File: src/rtl/lcd_sched_pkg.sv
// Shared definitions for the LCD write scheduler: FSM state encoding,
// default timing constants and the timer width.
package lcd_sched_pkg;

  // One state per phase of a 4-bit LCD byte write, in visiting order.
  typedef enum logic [2:0] {
    ST_IDLE     = 3'd0,
    ST_SETUP_HI = 3'd1,
    ST_EN_HI    = 3'd2,
    ST_GAP_NIB  = 3'd3,
    ST_SETUP_LO = 3'd4,
    ST_EN_LO    = 3'd5,
    ST_GAP_BYTE = 3'd6
  } state_e;

  // Default phase lengths in clock cycles.
  localparam int unsigned T_SETUP_DEF = 2;
  localparam int unsigned T_EN_DEF    = 12;
  localparam int unsigned T_NIB_DEF   = 50;
  localparam int unsigned T_BYTE_DEF  = 2000;

  // Width of the shared phase timer; must hold the largest phase length.
  localparam int unsigned CNT_W = 16;

  // True while the high nibble is on the bus.
  function automatic logic is_hi_phase(state_e s);
    return (s == ST_SETUP_HI) || (s == ST_EN_HI) || (s == ST_GAP_NIB);
  endfunction

endpackage

File: src/rtl/lcd_delay_counter.sv
// Shared phase timer: loadable down-counter that flags the last cycle of a
// phase. A phase loaded with N lasts exactly N cycles.
//   clk, rst_n  : clock, async active-low reset (count cleared to 0)
//   load        : load load_val on this edge (takes priority)
//   load_val    : phase length in cycles
//   done_c      : combinational, high during the final cycle of the phase
module lcd_delay_counter
  import lcd_sched_pkg::*;
(
  input  logic             clk,
  input  logic             rst_n,
  input  logic             load,
  input  logic [CNT_W-1:0] load_val,
  output logic             done_c
);

  logic [CNT_W-1:0] cnt_q, cnt_d;

  // Next count: load wins, otherwise count down and stick at zero.
  always_comb begin
    cnt_d = cnt_q;
    if (load) begin
      cnt_d = load_val;
    end else if (cnt_q != '0) begin
      cnt_d = cnt_q - CNT_W'(1);
    end
  end

  always_ff @(posedge clk or negedge rst_n) begin
    if (!rst_n) begin
      cnt_q <= '0;
    end else begin
      cnt_q <= cnt_d;
    end
  end

  // Count of 1 marks the last cycle; 0 (idle) never signals done.
  assign done_c = (cnt_q == CNT_W'(1));

endmodule

File: src/rtl/lcd_write_scheduler.sv
// Two-requester round-robin scheduler driving a 4-bit LCD write interface.
// Each granted byte is sent as high nibble then low nibble with setup,
// enable and gap phases timed by one shared down-counter.
//   Clock, Reset             : clock, async active-low reset
//   iReqN/iDataN/iRSN        : level request, byte and register select per requester
//   oAckN                    : one-cycle pulse after the capture edge
//   oBusy                    : high whenever a byte is in flight
//   oLCD_*                   : LCD strobe, RS, RW (tied 0), StrataFlash (tied 1), nibble bus
module lcd_write_scheduler
  import lcd_sched_pkg::*;
#(
  parameter int unsigned T_SETUP = T_SETUP_DEF,
  parameter int unsigned T_EN    = T_EN_DEF,
  parameter int unsigned T_NIB   = T_NIB_DEF,
  parameter int unsigned T_BYTE  = T_BYTE_DEF
) (
  input  logic       Clock,
  input  logic       Reset,
  input  logic       iReq0,
  input  logic       iReq1,
  input  logic [7:0] iData0,
  input  logic [7:0] iData1,
  input  logic       iRS0,
  input  logic       iRS1,
  output logic       oAck0,
  output logic       oAck1,
  output logic       oBusy,
  output logic       oLCD_Enabled,
  output logic       oLCD_RegisterSelect,
  output logic       oLCD_ReadWrite,
  output logic       oLCD_StrataFlashControl,
  output logic [3:0] oLCD_Data
);

  state_e           state_q, state_d;
  logic [7:0]       byte_q, byte_d;
  logic             rs_cap_q, rs_cap_d;
  logic             last_q, last_d;
  logic             ack0_q, ack0_d;
  logic             ack1_q, ack1_d;
  logic             busy_q, busy_d;
  logic             en_q, en_d;
  logic             rs_q, rs_d;
  logic [3:0]       nib_q, nib_d;
  logic             grant1_c;
  logic             load_c;
  logic             done_c;
  logic [CNT_W-1:0] load_val_c;

  // Phase length for the state being entered; idle parks the timer at 0.
  function automatic logic [CNT_W-1:0] state_len(state_e s);
    case (s)
      ST_SETUP_HI, ST_SETUP_LO: return CNT_W'(T_SETUP);
      ST_EN_HI, ST_EN_LO:       return CNT_W'(T_EN);
      ST_GAP_NIB:               return CNT_W'(T_NIB);
      ST_GAP_BYTE:              return CNT_W'(T_BYTE);
      default:                  return '0;
    endcase
  endfunction

  lcd_delay_counter u_timer (
    .clk      (Clock),
    .rst_n    (Reset),
    .load     (load_c),
    .load_val (load_val_c),
    .done_c   (done_c)
  );

  // Arbitration, phase sequencing and next values of the registered outputs.
  always_comb begin
    state_d  = state_q;
    byte_d   = byte_q;
    rs_cap_d = rs_cap_q;
    last_d   = last_q;
    ack0_d   = 1'b0;
    ack1_d   = 1'b0;
    load_c   = 1'b0;
    grant1_c = 1'b0;

    if (state_q == ST_IDLE) begin
      if (iReq0 || iReq1) begin
        // Requester 1 wins alone, or on contention when 0 was served last.
        grant1_c = iReq1 && (!iReq0 || !last_q);
        byte_d   = grant1_c ? iData1 : iData0;
        rs_cap_d = grant1_c ? iRS1 : iRS0;
        last_d   = grant1_c;
        ack0_d   = !grant1_c;
        ack1_d   = grant1_c;
        state_d  = ST_SETUP_HI;
        load_c   = 1'b1;
      end
    end else if (done_c) begin
      load_c = 1'b1;
      case (state_q)
        ST_SETUP_HI: state_d = ST_EN_HI;
        ST_EN_HI:    state_d = ST_GAP_NIB;
        ST_GAP_NIB:  state_d = ST_SETUP_LO;
        ST_SETUP_LO: state_d = ST_EN_LO;
        ST_EN_LO:    state_d = ST_GAP_BYTE;
        default:     state_d = ST_IDLE;
      endcase
    end

    load_val_c = state_len(state_d);

    // Outputs follow the next state so they line up with it after the edge.
    busy_d = (state_d != ST_IDLE);
    en_d   = (state_d == ST_EN_HI) || (state_d == ST_EN_LO);
    rs_d   = busy_d ? rs_cap_d : 1'b0;
    if (!busy_d) begin
      nib_d = 4'h0;
    end else if (is_hi_phase(state_d)) begin
      nib_d = byte_d[7:4];
    end else begin
      nib_d = byte_d[3:0];
    end
  end

  // Pointer resets to 1 so requester 0 wins the first contention.
  always_ff @(posedge Clock or negedge Reset) begin
    if (!Reset) begin
      state_q  <= ST_IDLE;
      byte_q   <= 8'h00;
      rs_cap_q <= 1'b0;
      last_q   <= 1'b1;
      ack0_q   <= 1'b0;
      ack1_q   <= 1'b0;
      busy_q   <= 1'b0;
      en_q     <= 1'b0;
      rs_q     <= 1'b0;
      nib_q    <= 4'h0;
    end else begin
      state_q  <= state_d;
      byte_q   <= byte_d;
      rs_cap_q <= rs_cap_d;
      last_q   <= last_d;
      ack0_q   <= ack0_d;
      ack1_q   <= ack1_d;
      busy_q   <= busy_d;
      en_q     <= en_d;
      rs_q     <= rs_d;
      nib_q    <= nib_d;
    end
  end

  assign oAck0                   = ack0_q;
  assign oAck1                   = ack1_q;
  assign oBusy                   = busy_q;
  assign oLCD_Enabled            = en_q;
  assign oLCD_RegisterSelect     = rs_q;
  assign oLCD_Data               = nib_q;
  assign oLCD_ReadWrite          = 1'b0;
  assign oLCD_StrataFlashControl = 1'b1;

endmodule

File: config.mk
export PLATFORM = sky130hd
export DESIGN_NAME = lcd_write_scheduler
export DESIGN_NICKNAME = d
export VERILOG_FILES = /design/src/rtl/lcd_sched_pkg.sv /design/src/rtl/lcd_delay_counter.sv /design/src/rtl/lcd_write_scheduler.sv
export SDC_FILE = /design/constraint.sdc
export NUM_CORES = 1
export LEC_CHECK = 0
export BUFFER_PORTS_ARGS = -buffer_cell sky130_fd_sc_hd__buf_2
export CAP_MARGIN = 20
export CORE_UTILIZATION = 55
export CTS_CLUSTER_DIAMETER = 40
export CTS_CLUSTER_SIZE = 14
export DETAILED_ROUTE_END_ITERATION = 12
export HOLD_SLACK_MARGIN = 0.12
export PLACE_DENSITY_LB_ADDON = 0.3
export SYNTH_ARGS = -nofsm -noshare
export SYNTH_HDL_FRONTEND = slang
export SYNTH_SLANG_ARGS = --single-unit
File: constraint.sdc
create_clock -name Clock -period 2 [get_ports Clock]
set_input_delay 0.4 -clock Clock [delete_from_list [all_inputs] [get_ports Clock]]
set_output_delay 0.4 -clock Clock [all_outputs]
set_load 0.05 [all_outputs]
==> metrics.cfg <==
[timing]
finalHoldViolations = 0
period_needed_ps = 1910
setup_viol = 0
fin_ws_ps = 94.1
finalSetupTns_ps = 0
period_share = 0.953
drv_slew = 0
rsz0062_at_grt = no
fin_worst_skew_ps = 12.4
timing.fmax_ghz = 0.525

[routing]
drtIter0Drc = 74
routed_via_density = 5.47
first_pass_iters = 4
drc_errors = 0
vias = 1565
wl_per_cell_um = 13.6
ant_nets = 0
routed_wl_um = 3890

[place]
routabilityCongestion = 0.879
place_ws_ps = 37.1
place_hpwl_um = 2760
io_buffers = 30

[worst_setup_path]
cp_slowest_cell = dfrtp_1
crit_path_end_kind = register
criticalPathCategory = register to register
r2r_start = u_timer.cnt_q[1]
critical-path-max-stage-delay_ps = 420
start_kind = register
worstSetupStartpoint = u_timer.cnt_q[1]
critPathBufInv = 1
crit_family = simple AND/OR/NAND/NOR gates
cp_max_fo = 7
path_cells = inv_1, ha_1, nor4b_2, and4_4, and4b_2, a21oi_4, o22ai_1
cp.required_ps = 2260
arrival_ps = 2170

[grt]
grt_usage = 0.219
grt_pass1_wl_um = 6640
grt_max_degree = 39
gr-total-overflow = 0
antenna_found_initial = 0
first_global_vias = 1507

[synth]
ys_async_sr_fraction = 1.00
syn_nets = 224
ys_ff_latch = 38
synth-edff-count = 0
yosysUniqueCellTypes = 44
yosysSeqAreaShare = 0.477
syn_area_um2 = 2000
synth_flop_cell = dfrtp_1
synthCells = 199
syn_avg_cell_area_um2 = 10.0
synth_warnings = 0

[clock_network]
cts_max_level = 2
cts_root_buffer = clkbuf_4
clockBufferDepth = 2
clock_sinks = 38
cts_buffers = 5
clk_latency_ps = 340
path_clk_slew_ps = 120
tritoncts = done

[run_status]
status = finished clean

[pwr]
p_leak_nw = 1.09
ir_drop_uv = 448
powerDensity_nw_per_um2 = 734

[floorplan]
die_y_um = 62.3
core_area_um2 = 3420
num_rows = 21
die_x_um = 62.3
start_util = 0.585
dieArea_um2 = 3880
io_pins = 33

[flow_run]
drv_cap = 0

[layout]
drive_gt1_frac = 0.275
finalNetCount = 264
diodes = 0
layout_common_cells = 37 x dfrtp_1, 30 x buf_2, 22 x o21ai_0
layout_commonest_cell = dfrtp_1
syn_to_final_growth_pct = 17.5

[min_path]
hp-start = iRS0
hold_class = input pin to register

-- path summary, 6_finish.rpt --
kind | end | slack, ps | cells past startpoint
worst max-delay path | oLCD_Data[3] | 90 | 7
worst min-delay path | rs_cap_q | 400 | 3
worst max register to register | oLCD_Data[3] | 90 | 7
worst min register to register | rs_cap_q | 510 | 2
max in group asynchronous | last_q | 990 | 3
min in group asynchronous | u_timer.cnt_q[3] | 620 | 3
-- power by group --
group	switching, mW	total [mW]	internal (mW)	leakage (nW)
Clock	0.248	0.418	0.171	0.0353
Combinational	0.179	0.322	0.143	0.605
Sequential	0.119	0.981	0.862	0.445
Total	0.546	1.72	1.18	1.09
-- through the flow --
stage	hold slack (ps)	instance area, um^2	utilization	cells	power [mW]
floorplan	104	2000	-	199	1.19
global placement	471	2220	0.651	275	1.29
detailed placement	478	2220	0.651	275	1.30
CTS	398	2290	0.671	284	1.72
global route	422	2350	0.687	286	1.82
finish	397	2350	0.687	286	1.72
-- tightest hold or removal path, delay by kind of cell --
| family | cells | cell delay [ps] |
|---|---|---|
| AO/OA/AOI/OAI | 1 | 180 |
| buffers and inverters | 1 | 70 |
| multiplexers | 1 | 50 |
-- area by class of cell --
type | instances | area, um^2
inverters | 12 | 45.0
clock inverters | 1 | 5.00
repair buffers | 43 | 263
multi-input cells | 139 | 968
flip-flops and latches | 38 | 952
fillers | 289 | 1070
clock buffers | 7 | 55.1
well taps | 46 | 57.6
-- synth_stat cells, drive strengths merged, types with 2 or more instances --
cell | n | area share
dfrtp | 37 | 0.46
o21ai | 22 | 0.055
nand2 | 17 | 0.032
nor2 | 16 | 0.031
xnor2 | 16 | 0.070
inv | 12 | 0.023
buf | 10 | 0.036
mux2i | 9 | 0.045
o22ai | 7 | 0.025
nor4 | 6 | 0.029
nor3 | 5 | 0.013
nor4b | 5 | 0.028
nand3 | 4 | 0.010
or3 | 4 | 0.013
a21oi | 3 | 0.0094
ha | 3 | 0.019
a21o | 2 | 0.0075
a22oi | 2 | 0.0075
and2 | 2 | 0.0063
and4 | 2 | 0.010
conb | 2 | 0.0038
xor2 | 2 | 0.0088
-- state kept, by name (all words and copies together) (netlist names), 3 cells and up --
signal / cells
oLCD_Data: 4
byte_q: 8
state_q: 3
u_timer.cnt_q: 16
-- routing by layer --
layer / routed length (um) / up-vias / track usage
li1: - / 768 / -
met1: 1730 / 750 / 0.278
met2: 1970 / 41 / 0.363
met3: 142 / 6 / 0.0515
met4: 57 / 0 / 0.0872
met5: 0 / - / 0
-- logic make-up after synthesis --
| kind of cell | count (synthesis) | synth area share |
|---|---|---|
| xor gates and xnor gates | 18 | 0.0789 |
| AOI/OAI and AO/OA | 38 | 0.112 |
| muxes | 10 | 0.0526 |
| DFF | 38 | 0.477 |
| and+or+nand+nor | 67 | 0.197 |
| adders and majority gates | 3 | 0.0188 |
| other | 2 | 0.00376 |
| buffers and inverters | 23 | 0.0608 |
-- timing repair --
item	in CTS	in global routing
resized for setup	0	7
buffers inserted	0	1
hold endpoints to repair	37	0
setup endpoints to repair	0	21
hold buffers	1	0
Power figures use the tool's default switching activity.
